## src/rtl/lsu_unit.sv

```systemverilog
// Load/store unit sitting behind the EX-stage ALU. It takes alu_result as the effective
// address, issues one aligned 64-bit memory request per load/store, and aligns and
// sign/zero-extends load data. Non-memory ops and misaligned accesses complete in one
// cycle without touching memory. Exactly one op is in flight at a time.
module lsu_unit #(
    parameter int XLEN   = 64,
    parameter int RIDX_W = 5
) (
    input  logic              clk,
    input  logic              rst_n,
    input  logic              in_valid,
    output logic              in_ready,
    input  logic [XLEN-1:0]   in_addr,
    input  logic [XLEN-1:0]   in_wdata,
    input  logic              in_is_load,
    input  logic              in_is_store,
    input  logic [2:0]        in_mem_op,
    input  logic [RIDX_W-1:0] in_rd,
    input  logic              in_rf_wen,
    output logic              mem_req_valid,
    input  logic              mem_req_ready,
    output logic [XLEN-1:0]   mem_req_addr,
    output logic              mem_req_wen,
    output logic [XLEN-1:0]   mem_req_wdata,
    output logic [7:0]        mem_req_wmask,
    input  logic              mem_resp_valid,
    input  logic [XLEN-1:0]   mem_resp_rdata,
    output logic              out_valid,
    input  logic              out_ready,
    output logic [XLEN-1:0]   out_data,
    output logic [RIDX_W-1:0] out_rd,
    output logic              out_rf_wen,
    output logic              out_misalign
);

    typedef enum logic [1:0] {IDLE, REQ, WAIT, DONE} state_e;

    state_e            state_q;
    logic [XLEN-1:0]   addr_q;
    logic [1:0]        size_q;
    logic              zext_q;
    logic              is_load_q;

    logic              mem_req_valid_q;
    logic [XLEN-1:0]   mem_req_addr_q;
    logic              mem_req_wen_q;
    logic [XLEN-1:0]   mem_req_wdata_q;
    logic [7:0]        mem_req_wmask_q;
    logic              out_valid_q;
    logic [XLEN-1:0]   out_data_q;
    logic [RIDX_W-1:0] out_rd_q;
    logic              out_rf_wen_q;
    logic              out_misalign_q;

    logic              accept;
    logic              is_mem;
    logic              misalign_d;
    logic [7:0]        wmask_d;
    logic [XLEN-1:0]   wdata_d;
    logic [XLEN-1:0]   rdata_shift;
    logic [XLEN-1:0]   load_data_d;

    assign in_ready = (state_q == IDLE);
    assign accept   = in_valid & in_ready;
    assign is_mem   = in_is_load | in_is_store;
    assign wdata_d  = in_wdata << {in_addr[2:0], 3'b000};

    // Alignment check and byte-lane mask for the incoming op's access size.
    always_comb begin
        // NOTE: every output of a combinational block gets a default first, so no path
        // can leave it unassigned and infer a latch.
        misalign_d = 1'b0;
        wmask_d    = 8'h00;
        case (in_mem_op[1:0])
            2'd0: begin misalign_d = 1'b0;            wmask_d = 8'h01; end
            2'd1: begin misalign_d = in_addr[0];      wmask_d = 8'h03; end
            2'd2: begin misalign_d = |in_addr[1:0];   wmask_d = 8'h0F; end
            default: begin misalign_d = |in_addr[2:0]; wmask_d = 8'hFF; end
        endcase
        wmask_d = wmask_d << in_addr[2:0];
    end

    // Shift the addressed bytes of the response down to bit 0 and extend to XLEN.
    always_comb begin
        rdata_shift = mem_resp_rdata >> {addr_q[2:0], 3'b000};
        load_data_d = rdata_shift;
        case (size_q)
            2'd0: load_data_d = {{(XLEN-8){~zext_q & rdata_shift[7]}}, rdata_shift[7:0]};
            2'd1: load_data_d = {{(XLEN-16){~zext_q & rdata_shift[15]}}, rdata_shift[15:0]};
            2'd2: load_data_d = {{(XLEN-32){~zext_q & rdata_shift[31]}}, rdata_shift[31:0]};
            default: load_data_d = rdata_shift;
        endcase
    end

    // Control FSM with all outputs registered; reset clears every output field.
    always_ff @(posedge clk or negedge rst_n) begin
        if (!rst_n) begin
            state_q         <= IDLE;
            addr_q          <= '0;
            size_q          <= '0;
            zext_q          <= 1'b0;
            is_load_q       <= 1'b0;
            mem_req_valid_q <= 1'b0;
            mem_req_addr_q  <= '0;
            mem_req_wen_q   <= 1'b0;
            mem_req_wdata_q <= '0;
            mem_req_wmask_q <= '0;
            out_valid_q     <= 1'b0;
            out_data_q      <= '0;
            out_rd_q        <= '0;
            out_rf_wen_q    <= 1'b0;
            out_misalign_q  <= 1'b0;
        end else begin
            // NOTE: state uses non-blocking assignments so every register samples the
            // pre-edge values, independent of statement order.
            case (state_q)
                IDLE: begin
                    if (accept) begin
                        addr_q         <= in_addr;
                        size_q         <= in_mem_op[1:0];
                        zext_q         <= in_mem_op[2];
                        is_load_q      <= in_is_load & ~in_is_store;
                        out_rd_q       <= in_rd;
                        out_misalign_q <= is_mem & misalign_d;
                        out_rf_wen_q   <= in_rf_wen & ~(is_mem & misalign_d);
                        if (!is_mem || misalign_d) begin
                            out_data_q  <= in_addr;
                            out_valid_q <= 1'b1;
                            state_q     <= DONE;
                        end else begin
                            mem_req_valid_q <= 1'b1;
                            mem_req_addr_q  <= {in_addr[XLEN-1:3], 3'b000};
                            mem_req_wen_q   <= in_is_store;
                            mem_req_wmask_q <= in_is_store ? wmask_d : 8'h00;
                            mem_req_wdata_q <= wdata_d;
                            state_q         <= REQ;
                        end
                    end
                end
                REQ: begin
                    if (mem_req_ready) begin
                        mem_req_valid_q <= 1'b0;
                        state_q         <= WAIT;
                    end
                end
                WAIT: begin
                    if (mem_resp_valid) begin
                        out_data_q  <= is_load_q ? load_data_d : addr_q;
                        out_valid_q <= 1'b1;
                        state_q     <= DONE;
                    end
                end
                DONE: begin
                    if (out_ready) begin
                        out_valid_q <= 1'b0;
                        state_q     <= IDLE;
                    end
                end
                default: state_q <= IDLE;
            endcase
        end
    end

    assign mem_req_valid = mem_req_valid_q;
    assign mem_req_addr  = mem_req_addr_q;
    assign mem_req_wen   = mem_req_wen_q;
    assign mem_req_wdata = mem_req_wdata_q;
    assign mem_req_wmask = mem_req_wmask_q;
    assign out_valid     = out_valid_q;
    assign out_data      = out_data_q;
    assign out_rd        = out_rd_q;
    assign out_rf_wen    = out_rf_wen_q;
    assign out_misalign  = out_misalign_q;

endmodule

```

## config.mk

```make
export PLATFORM = sky130hd
export DESIGN_NAME = lsu_unit
export DESIGN_NICKNAME = d
export VERILOG_FILES = /design/src/rtl/lsu_unit.sv
export SDC_FILE = /design/constraint.sdc
export NUM_CORES = 1
export LEC_CHECK = 0
export ABC_AREA = 0
export BUFFER_PORTS_ARGS = -buffer_cell sky130_fd_sc_hd__buf_2
export CORE_MARGIN = 2
export CORE_UTILIZATION = 45
export CTS_CLUSTER_SIZE = 24
export DETAILED_ROUTE_END_ITERATION = 8
export GPL_TIMING_DRIVEN = 0
export PLACE_DENSITY_LB_ADDON = 0.15
export SYNTH_ARGS = -nofsm -noshare
export SYNTH_HDL_FRONTEND = slang
export SYNTH_SLANG_ARGS = --single-unit
```

## constraint.sdc

```tcl
create_clock -name clk -period 5.3 [get_ports clk]
set_clock_uncertainty 0.2 [all_clocks]
set_input_delay 0.53 -clock clk [delete_from_list [all_inputs] [get_ports clk]]
set_output_delay 0.53 -clock clk [all_outputs]
set_load 0.01 [all_outputs]
```

==> summary.txt <==
Status = completed
Cts hold-fix bufs = 28
Worst r2r src = state_q[0]
WL final = 59100 um
Vias in the first global route = 14300
Global-route wire length before repair = 88700 um
Pin count of the biggest net entering global routing = 119
Clock buffer depth = 3
Startpoint types = flip-flop
Reg2Reg Depth = 9
Cell area after synthesis = 15000 um^2
Fill cells = 2994
CP Buf/Inv Count = 4
Setup ws final = 1.44 ns
Hold Crit Depth = 3
CP Capture Type = flip-flop
Critical Path Max Stage Delay = 0.84 ns
#FFs+latches synth = 277
CTS H-tree lvls = 1
Core footprint = 32700 um^2
Cts bufs inserted = 30
Slew Limit Fails = 0
Detail Route Antenna Nets = 0
Die width = 187 um
Worst R2R End = mem_req_addr[28]
R2r setup slk = 1.44 ns
Critical Path AT = 4.16 ns
Final hold violation count = 0
Worst slew pin tran = 1.05 ns
Final setup fails = 0
Port Buffers = 413
Worst path slowest cell = clkbuf_1
Sequential area share after synthesis = 0.461
Syn_area_per_cell = 9.79 um^2
Ys Warns = 0
Total clock sinks = 277
Worst-Skew Late Latency = 0.57 ns
Post-synth EDFFs = 0
Final net count = 2226
Hold Path Sink = mem_req_addr[11]
I/O pin cnt = 420
Initial antenna violation count = 14
Crit share post-route = 0.727
Max Cap Viol = 0
Starting Density = 0.459
Peak supply drop = 0.346 mV
Via/cell ratio = 5.83
Share of layout cells above drive strength 1 = 0.327
Syn Inst Count = 1535
Dpl ws = 1.56 ns
GPL Wtd Cong = 0.987
Most frequent CP cell = clkbuf_1
Global Route Usage Sum = 0.332
GR Overflow Total = 0
Crit-path leading delay family = buffers and inverters
Post-CTS setup repair buffer count = 0
CTS tree = built
Most used DFF post-synth = dfrtp_1
WS Path Type = reg2reg
Core Rows = 66
Post-synth top area cell = dfrtp_1
Register Area = 6930 um^2
Full die area = 34900 um^2
Post-DP HPWL = 45800 um
Slew HR = 0.299
Vias post-DR = 14500
Critical Path, Cell by Cell = inv_1 > ha_1 > and2_1 > clkbuf_1 > nand3_1 > clkbuf_1 > clkbuf_1 > nand2_1 > nand2_1
Leakage = 9.18 nW
# DRC = 0
CTS clk-pin slew, worst paths = 0.06 ns
Async SR Flop Fraction = 1.00
Share of the synthesized area in the top cell type = 0.461
Root Buffer = clkbuf_16
Util after Layout = 0.581
Commonest cells in the netlist = 388 x nand2_1, 277 x dfrtp_1, 106 x mux2i_1
DR pass1 iterations = 6
Area of the multi-input gates = 7480 um^2
Area Overhead vs Synth = 26.4%
Synth unique cells = 57
Hold crit path type = in2reg
Final hold slack = 0.0130 ns
Max Freq = 0.259 GHz
Wire per inst = 23.8 um
Most common cell in the netlist = nand2_1
Critical path required time = 5.60 ns
PostCTS Resize Cnt = 0
RSZ-0062 raised after global routing = no
Drt initial violations = 1227
Top post-synthesis cells by area = dfrtp_1 46%, nand2_1 9.7%, mux2_2 7.9%
Power Density = 608 nW/um^2
Critical Path Start = state_q[0]
Worst hold start = in_addr[11]
CP max FO = 10
Die Y = 187 um
Tmin final = 3.86 ns
-- cells by family after synthesis --
group / share of synthesized area
other: 0.000250
and+or+nand+nor: 0.148
DFF: 0.461
muxes: 0.182
buffers and inverters: 0.0413
adders and majority gates: 0.00416
AOI/OAI and AO/OA: 0.162
-- layout by cell type (no fill, tap or decap), types with 30 or more instances in the layout --
master     instances
buf_2            430
nand2_1          388
dfrtp_1          277
mux2i_1          106
mux2_2           105
nor2_1           102
clkbuf_1          98
o21ai_0           64
o22ai_1           39
o31ai_1           36
clkbuf_16         31
a221oi_2          30
-- metrics by stage --
| step | cell area (um^2) | TNS (ns) | total power [mW] | instances |
|---|---|---|---|---|
| 4_1_cts | 19000 | 0 | 11.5 | 2476 |
| 2_1_floorplan | 15000 | 0 | 7.19 | 1537 |
| 3_5_place_dp | 17700 | 0 | 9.39 | 2394 |
| 5_1_grt | 19000 | 0 | 12.2 | 2487 |
| 3_3_place_gp | 17700 | -463.35 | 9.28 | 2392 |
| 6_report | 19000 | 0 | 11.5 | 2487 |
-- how the worst max path moves through the flow --
stage | endpoint | slack [ns] | cells after the start
global route | out_data[17] | 1.26 | 10
global placement | mem_req_addr[19] | -1.71 | 1
floorplan | out_data[35] | 2.82 | 8
detailed placement | out_data[16] | 1.56 | 10
finish | mem_req_addr[28] | 1.44 | 9
CTS | out_data[16] | 1.52 | 10
-- worst register-to-register path: cells and delay by family, from the launching register on --
| family | cells | cell delay, ns |
|---|---|---|
| DFF | 1 | 0.40 |
| buffers and inverters | 4 | 1.97 |
| and+or+nand+nor | 4 | 0.93 |
| adders and majority gates | 1 | 0.29 |
-- per-layer routing --
| layer | GRT usage | part of all wire | up-vias |
|---|---|---|---|
| met2 | 0.523 | 0.45 | 776 |
| met4 | 0.133 | 0.044 | 6 |
| met3 | 0.0844 | 0.098 | 151 |
| li1 | - | - | 6440 |
| met1 | 0.440 | 0.40 | 7116 |
| met5 | 0 | 0.00052 | - |
-- report_power, final --
part	total, mW	switching [mW]	leakage [nW]	internal, mW
registers	3.72	0.579	3.40	3.14
clock network	2.09	0.890	0.482	1.20
logic	5.74	3.45	5.30	2.29
total	11.5	4.92	9.18	6.62
-- state kept, by name (all words and copies together), names as in the netlist, 2 cells and up --
register       cells
out_data          64
mem_req_addr      61
out_rd             5
mem_req_wmask      8
state_q            2
mem_req_wdata     64
size_q             2
addr_q            64
-- area by class of cell --
cell class	instances	share of cell area
Buffer	133	0.0305
Tap cell	442	0.0291
Inverter	11	0.00217
Multi-Input combinational cell	1116	0.394
Clock buffer	43	0.0464
Sequential cell	277	0.365
Clock inverter	11	0.00474
Antenna cell	11	0.00145
Timing Repair Buffer	443	0.127
No activity file was read; power rests on OpenSTA's default activity.
